===== config.mk =====
export PLATFORM = sky130hd
export DESIGN_NAME = mux_sel_sequencer_flat
export DESIGN_NICKNAME = d
export VERILOG_FILES = /design/src/rtl/mux_sel_sequencer_if.sv /design/src/rtl/mux_sel_sequencer.sv /design/src/flat_wrapper.sv
export SDC_FILE = /design/constraint.sdc
export NUM_CORES = 1
export LEC_CHECK = 0
export BUFFER_PORTS_ARGS = -buffer_cell sky130_fd_sc_hd__buf_4
export CAP_MARGIN = 20
export CORE_MARGIN = 3
export CORE_UTILIZATION = 45
export DETAILED_ROUTE_END_ITERATION = 16
export MAX_ROUTING_LAYER = met4
export PLACE_DENSITY = 0.73
export SLEW_MARGIN = 10
export SYNTH_ARGS = -nofsm -noshare
export SYNTH_HDL_FRONTEND = slang
export SYNTH_SLANG_ARGS = --single-unit

===== constraint.sdc =====
create_clock -name clk -period 1.3 [get_ports clk]
set_input_delay 0 -clock clk [delete_from_list [all_inputs] [get_ports clk]]
set_output_delay 0 -clock clk [all_outputs]
set_load 0.05 [all_outputs]

===== src/rtl/mux_sel_sequencer_if.sv =====
// Signal bundle between mux_sel_sequencer, its upstream producer, the 8:1 mux and the serial sink.
// slave = the sequencer itself; master = everything around it.
interface mux_sel_sequencer_if;
  logic [7:0] in_data;
  logic       in_valid;
  logic       in_ready;
  logic [7:0] mux_i;
  logic [2:0] mux_s;
  logic       mux_y;
  logic       ser_data;
  logic       ser_valid;
  logic       ser_last;
  logic       busy;

  modport master (
    output in_data, in_valid, mux_y,
    input  in_ready, mux_i, mux_s, ser_data, ser_valid, ser_last, busy
  );

  modport slave (
    input  in_data, in_valid, mux_y,
    output in_ready, mux_i, mux_s, ser_data, ser_valid, ser_last, busy
  );
endinterface


===== src/rtl/mux_sel_sequencer.sv =====
// Parallel-to-serial front end: holds a word on an external 8:1 mux and steps its select every DIV cycles.
// Optional macro MUX_SEL_SEQUENCER_PARITY_EN appends an even-parity bit after the eighth data bit.
module mux_sel_sequencer #(
  parameter int unsigned DIV       = 1,
  parameter bit          MSB_FIRST = 1'b0
) (
  input logic                 clk,
  input logic                 rst,
  mux_sel_sequencer_if.slave  bus
);

  localparam int unsigned            CNT_W     = $clog2(DIV) + 1;
  localparam logic [CNT_W-1:0]       DIV_LAST  = CNT_W'(DIV - 1);
  localparam logic [2:0]             START_SEL = MSB_FIRST ? 3'd7 : 3'd0;
`ifdef MUX_SEL_SEQUENCER_PARITY_EN
  localparam logic [3:0]             LAST_BIT  = 4'd8;

  function automatic logic even_parity(input logic [7:0] word);
    return ^word;
  endfunction
`else
  localparam logic [3:0]             LAST_BIT  = 4'd7;
`endif

  typedef enum logic [0:0] {
    IDLE  = 1'b0,
    SHIFT = 1'b1
  } state_e;

  state_e           state_q;
  logic [7:0]       mux_i_q;
  logic [2:0]       mux_s_q;
  logic [CNT_W-1:0] div_cnt_q;
  logic [3:0]       bit_cnt_q;
  logic             ser_data_q;
  logic             ser_valid_q;
  logic             ser_last_q;
  logic             busy_q;

  logic             period_end_d;
  logic             last_bit_d;
  logic [2:0]       mux_s_d;

  // Bit-period boundary, final-bit flag and the next select position.
  always_comb begin
    period_end_d = (div_cnt_q == DIV_LAST);
    last_bit_d   = (bit_cnt_q == LAST_BIT);
    if (MSB_FIRST) begin
      mux_s_d = mux_s_q - 3'd1;
    end else begin
      mux_s_d = mux_s_q + 3'd1;
    end
  end

  // Sequencer FSM; mux_y is captured on the same edge that moves the select.
  always_ff @(posedge clk) begin
    if (rst) begin
      state_q     <= IDLE;
      mux_i_q     <= 8'h00;
      mux_s_q     <= START_SEL;
      div_cnt_q   <= '0;
      bit_cnt_q   <= 4'd0;
      ser_data_q  <= 1'b0;
      ser_valid_q <= 1'b0;
      ser_last_q  <= 1'b0;
      busy_q      <= 1'b0;
    end else begin
      case (state_q)
        IDLE: begin
          ser_valid_q <= 1'b0;
          ser_last_q  <= 1'b0;
          if (bus.in_valid) begin
            mux_i_q   <= bus.in_data;
            mux_s_q   <= START_SEL;
            div_cnt_q <= '0;
            bit_cnt_q <= 4'd0;
            state_q   <= SHIFT;
            busy_q    <= 1'b1;
          end
        end
        SHIFT: begin
          if (period_end_d) begin
            div_cnt_q   <= '0;
            bit_cnt_q   <= bit_cnt_q + 4'd1;
            ser_valid_q <= 1'b1;
            ser_last_q  <= last_bit_d;
`ifdef MUX_SEL_SEQUENCER_PARITY_EN
            // The parity slot reads the held word directly and leaves the select parked.
            if (bit_cnt_q == 4'd8) begin
              ser_data_q <= even_parity(mux_i_q);
            end else begin
              ser_data_q <= bus.mux_y;
              mux_s_q    <= mux_s_d;
            end
`else
            ser_data_q <= bus.mux_y;
            mux_s_q    <= mux_s_d;
`endif
            if (last_bit_d) begin
              state_q <= IDLE;
              busy_q  <= 1'b0;
            end
          end else begin
            div_cnt_q   <= div_cnt_q + CNT_W'(1);
            ser_valid_q <= 1'b0;
            ser_last_q  <= 1'b0;
          end
        end
        default: begin
          state_q     <= IDLE;
          ser_valid_q <= 1'b0;
          ser_last_q  <= 1'b0;
          busy_q      <= 1'b0;
        end
      endcase
    end
  end

  assign bus.in_ready  = (state_q == IDLE) & ~rst;
  assign bus.mux_i     = mux_i_q;
  assign bus.mux_s     = mux_s_q;
  assign bus.ser_data  = ser_data_q;
  assign bus.ser_valid = ser_valid_q;
  assign bus.ser_last  = ser_last_q;
  assign bus.busy      = busy_q;

endmodule


===== src/flat_wrapper.sv =====
// flat-port wrapper written by rule: the top's interface ports become plain ports
module mux_sel_sequencer_flat 
#(
  parameter int unsigned DIV       = 1,
  parameter bit          MSB_FIRST = 1'b0
)
  (clk, rst, bus_in_data, bus_in_valid, bus_mux_y, bus_in_ready, bus_mux_i, bus_mux_s, bus_ser_data, bus_ser_valid, bus_ser_last, bus_busy);
  mux_sel_sequencer_if bus_i ();
  input logic clk;
  input logic rst;
  input wire logic [$bits(bus_i.in_data)-1:0] bus_in_data;
  input wire logic [$bits(bus_i.in_valid)-1:0] bus_in_valid;
  input wire logic [$bits(bus_i.mux_y)-1:0] bus_mux_y;
  output wire logic [$bits(bus_i.in_ready)-1:0] bus_in_ready;
  output wire logic [$bits(bus_i.mux_i)-1:0] bus_mux_i;
  output wire logic [$bits(bus_i.mux_s)-1:0] bus_mux_s;
  output wire logic [$bits(bus_i.ser_data)-1:0] bus_ser_data;
  output wire logic [$bits(bus_i.ser_valid)-1:0] bus_ser_valid;
  output wire logic [$bits(bus_i.ser_last)-1:0] bus_ser_last;
  output wire logic [$bits(bus_i.busy)-1:0] bus_busy;
  assign bus_i.in_data = bus_in_data;
  assign bus_i.in_valid = bus_in_valid;
  assign bus_i.mux_y = bus_mux_y;
  assign bus_in_ready = bus_i.in_ready;
  assign bus_mux_i = bus_i.mux_i;
  assign bus_mux_s = bus_i.mux_s;
  assign bus_ser_data = bus_i.ser_data;
  assign bus_ser_valid = bus_i.ser_valid;
  assign bus_ser_last = bus_i.ser_last;
  assign bus_busy = bus_i.busy;
  mux_sel_sequencer #(.DIV(DIV), .MSB_FIRST(MSB_FIRST)) u_core (.clk(clk), .rst(rst), .bus(bus_i));
endmodule

; Word-level counts from Yosys, hierarchy flattened
; Index checks and enable logic that the tools add are counted.
[totals]
latchBits = 0
register_bits = 21
out_inout_bits = 16
ram_bits = 0
mem_bits_ro = 0
memories = 0
[op_classes]
addsub = 3
order_cmp = 0
mul = 0
bitwise_logic = 4
eq_ne = 4
muxes = 21
div_mod_pow = 0
n_shift = 0
reduce_logical = 4
[ops]
columns = op, count
row1 = 1-bit 2-to-1 mux, 10
row2 = 1-bit one-hot mux with 2 select lines, 5
row3 = 4-bit 2-to-1 mux, 2
row4 = 4-bit one-hot mux with 2 select lines, 1
row5 = 3-bit 2-to-1 mux, 2
row6 = "2-bit inequality test, second input constant", 3
row7 = 3-bit one-hot mux with 2 select lines, 1
row8 = 2-bit AND reduction, 3
row9 = "4-bit by 1-bit adder with 4-bit output, second input constant", 1
row10 = "4-bit by 3-bit equality test with 1-bit output, second input constant", 1
row11 = "3-bit by 1-bit adder with 3-bit output, second input constant", 1
row12 = 1-bit inverter, 3
row13 = 3-bit AND reduction, 1
row14 = "1-bit adder, second input constant", 1
row15 = 1-bit AND, 1

; Depth between registers and ports, before layout
[logic_depth]
depth_word = 4
depth_mapped = 5
depth_no_buf = 4

; Worst setup path before layout
; Ideal clock, no wire load.
[synth_timing]
kind = register -> register
startpoint = reg u_core.mux_s_q[0] (netlist: u_core.bus.mux_s[0])
endpoint = reg u_core.mux_s_q[1] (netlist: u_core.bus.mux_s[1])
setup_time_ns = 0.128
slack_ns = 0.039
stages_incl_launch_ff = 4
arrival_time_ns = 1.134
required_ns = 1.172
cell_sequence = dfxtp_1 -> ha_1 -> a21oi_1 -> nor2_1
[synth_via]
elab_chain_cells = 3
[synth_rtl]
columns = element, line_no
row1 = from (decl), mux_sel_sequencer.sv:32  ; logic [2:0] mux_s_q;
row2 = from (signal assigned), mux_sel_sequencer.sv:97  ; mux_s_q <= mux_s_d;
row3 = 3-bit by 1-bit adder with 3-bit output, mux_sel_sequencer.sv:51  ; mux_s_d = mux_s_q + 3'd1;
row4 = 3-bit 2-to-1 mux, mux_sel_sequencer.sv:82  ; if (period_end_d) begin
row5 = 3-bit one-hot mux with 2 select lines, mux_sel_sequencer.sv:68  ; case (state_q)
; Every way passes these cells. The select of a mux whose other input is x is not followed.
; A chain may end at the register's enable or synchronous reset.

; Worst setup path after layout
[layout_timing]
startpoint = reg u_core.state_q
endpoint = out bus_in_ready
[layout_via]
elab_chain_cells = 2
[layout_rtl]
columns = element, line_no
row1 = from (decl), mux_sel_sequencer.sv:30  ; state_e state_q;
row2 = from (signal assigned), mux_sel_sequencer.sv:58  ; state_q <= IDLE;
row3 = from (signal assigned), mux_sel_sequencer.sv:77  ; state_q <= SHIFT;
row4 = from (signal assigned), mux_sel_sequencer.sv:100  ; state_q <= IDLE;
row5 = 1-bit inverter, mux_sel_sequencer.sv:119  ; assign bus.in_ready = (state_q == IDLE) & ~rst;
row6 = 1-bit AND, mux_sel_sequencer.sv:119
row7 = to (decl), flat_wrapper.sv:14  ; output wire logic [$bits(bus_i.in_ready)-1:0] bus_in_ready;
; Every way passes these cells.

==> results.toml <==
[worst_setup_path]
cp_common_cell = "buf_4"
critPathCaptureType = "output pin"
rrSetupSlack_ns = 0.21
start_kind = "flop"
worst-r2r-cell-count = 4
cp_top_family = "buffers and inverters"
worstPathMaxFanout = 10
critical_path_buf_inv_count = 2
cp_cell_sequence = "buf_4 > nor2_1 > buf_4"
crit_arrival_ns = 1.16
cpMaxStageDelayCell = "dfxtp_1"
cp_slowest_stage_delay_ns = 0.35
rr_endpoint = "u_core.bit_cnt_q[2]"
path_class = "flop to output pin"
crit_required_ns = 1.30
r2r-start = "u_core.state_q"

[cts]
clockBufferDepth = 2
numCtsBuffers = 3
postCtsSetupBuffers = 0
h-tree-depth = 1
cts_root_buf = "clkbuf_4"
cts_tree = "built"
clk_latency_ns = 0.29
numClockSinks = 20
path_clk_slew_ns = 0.11

[finish]
final_area_mm2 = 0.00112
diodes = 0
layout.nets = 141
drive_above_1_share = 0.278
syn_to_final_growth_pct = 42.7

[power]
total_power_mw = 1.27
ir_drop_mv = 0.682
power_density_mw_per_mm2 = 1140
p_leak_nw = 0.485

[timing]
tns_ns = 0
clock_skew_ns = 0.00262
finalMaxSlewViolations = 0
fin_hold_ws_ns = 0.0348
min_period_over_period = 0.894
min_period_ns = 1.16
setup_viol = 0
max_freq_ghz = 0.860
max_slew_margin = 0.785
rsz0062_at_grt = "false"
hold_violations = 0
tightest_slew_ns = 0.323

[route]
routedWlPerCell_um = 12.0
remaining_drc_errors = 0
drt_iter0_markers = 9
drt-total-wl_mm = 1.71
drt_first_pass_iters = 4
vias_per_cell = 5.12
ant_nets = 0
via_count = 727

[floorplan]
ios = 28
coreArea_mm2 = 0.00158
die_y_um = 47.7
initial_core_util = 0.496
die_area_mm2 = 0.00227
die_w_um = 47.7
num_rows = 14

[worst_hold_path]
whs_path_depth = 2
hp-class = "input pin to flop"
min_from = "rst"
min_to = "u_core.bus.mux_s[1]"

[global_route]
grt_start_max_net_pins = 24
gr-total-overflow = 0
grt_pass1_wl_mm = 2.84
grt_use_total = 0.182
grt_pass1_vias = 668
antenna_found_initial = 0

[logic_synthesis]
ys_seq_elements = 20
ys_async_sr_fraction = 0
ys_types = 20
ys_warn_count = 0
synth_edf_count = 0
ys.flop_type = "dfxtp_1"
syn-num-nets = 103
synth_seq_area_share = 0.512
syn_area_um2 = 782
synth_area_per_cell_um2 = 8.79
synth_cells = 89

[placement]
dp_hpwl_mm = 1.18
routabilityCongestion = 0.749
placed_cell_area_um2 = 990
portBuffers = 27

[run]
maxCapViolCount = 0

[outcome]
status = "finished, final reports clean"
-- metal layers --
layer / track usage / share of wire / vias to the layer above / wire length [µm]
li1: - / - / 372 / -
met3: 0.0451 / 0.050 / 0 / 85
met4: 0.0538 / 0 / 0 / 0
met5: - / 0 / - / 0
met2: 0.301 / 0.53 / 16 / 902
met1: 0.215 / 0.42 / 339 / 722
-- cells by family after synthesis --
kind of cell	share of synthesized area
AOI/OAI and AO/OA	0.123
adders and majority gates	0.0320
buffers and inverters	0.0576
DFF	0.512
muxes	0.0256
and+or+nand+nor	0.250
-- how the worst max path moves through the flow --
stage / to / startpoint / depth (start not counted)
2_1_floorplan: u_core.bus.mux_s[1] / u_core.bus.mux_s[0] / 3
3_3_place_gp: u_core.bit_cnt_q[2] / u_core.state_q / 4
3_5_place_dp: u_core.bit_cnt_q[2] / u_core.state_q / 4
4_1_cts: bus_in_ready / u_core.state_q / 3
5_1_grt: bus_in_ready / u_core.state_q / 3
6_report: bus_in_ready / u_core.state_q / 3
-- metrics by stage --
stage	cells	utilization	worst slack, ns
2_1_floorplan	89	-	0.0388
3_3_place_gp	129	0.628	0.291
3_5_place_dp	129	0.628	0.250
4_1_cts	142	0.708	0.137
5_1_grt	142	0.708	0.0378
6_report	142	0.708	0.138
-- power breakdown --
part	leakage [nW]	switching (mW)	total (mW)	internal, mW
Sequential	0.164	0.0181	0.659	0.641
Combinational	0.301	0.163	0.269	0.106
Clock	0.0210	0.173	0.344	0.170
Total	0.485	0.354	1.27	0.918
-- area by class of cell --
type	instances	area, µm²
clock buffers	4	36.3
fillers	135	460
inverters	2	7.51
multi-input cells	61	337
flip-flops and latches	20	400
well taps	16	20.0
repair buffers	39	315
-- cells in the mapped netlist (all sizes together) (2+ instances only) --
cell	count	area [µm²]
buf	3	26.3
dfxtp	20	400
mux2i	2	20.0
nor2	9	36.3
a21oi	15	75.1
clkbuf	3	11.3
nor3b	4	30.0
nand2	16	60.1
ha	2	25.0
nor2b	3	18.8
nand2b	2	12.5
inv	2	7.51
nand4b	2	17.5
nand3b	2	15.0
-- flip-flops by register name (all words and copies together), names as in the netlist --
name / flops
u_core.bit_cnt_q: 4
u_core.state_q: 1
u_core.bus.busy: 1
u_core.bus.mux_s: 3
u_core.bus.ser_last: 1
u_core.bus.ser_valid: 1
u_core.bus.ser_data: 1
u_core.bus.mux_i: 8
-- layout by cell type, fill, tap and decap left out --
cell           Yosys  layout
inv_1              2       2
ha_1               2       2
nand2b_1           2       2
nor2_2             1       1
o21ai_0            1       1
o311ai_0           1       1
clkbuf_8           0       1
mux2i_1            2       2
nand3_1            1       1
nand3b_1           2       2
dfxtp_1           20      20
nand4b_1           2       2
a211oi_1           1       1
nor2_1             8       8
nand2_1           16      16
nor3b_1            4       4
nor2b_1            3       3
a21oi_1           15      15
dlygate4sd3_1      0       9
buf_4              2      30
clkbuf_4           0       3
-- repair_timing --
action,CTS,global route
gates resized for setup,0,0
hold endpoints to repair,9,0
hold buffers,9,0
Power figures use the tool's default switching activity.
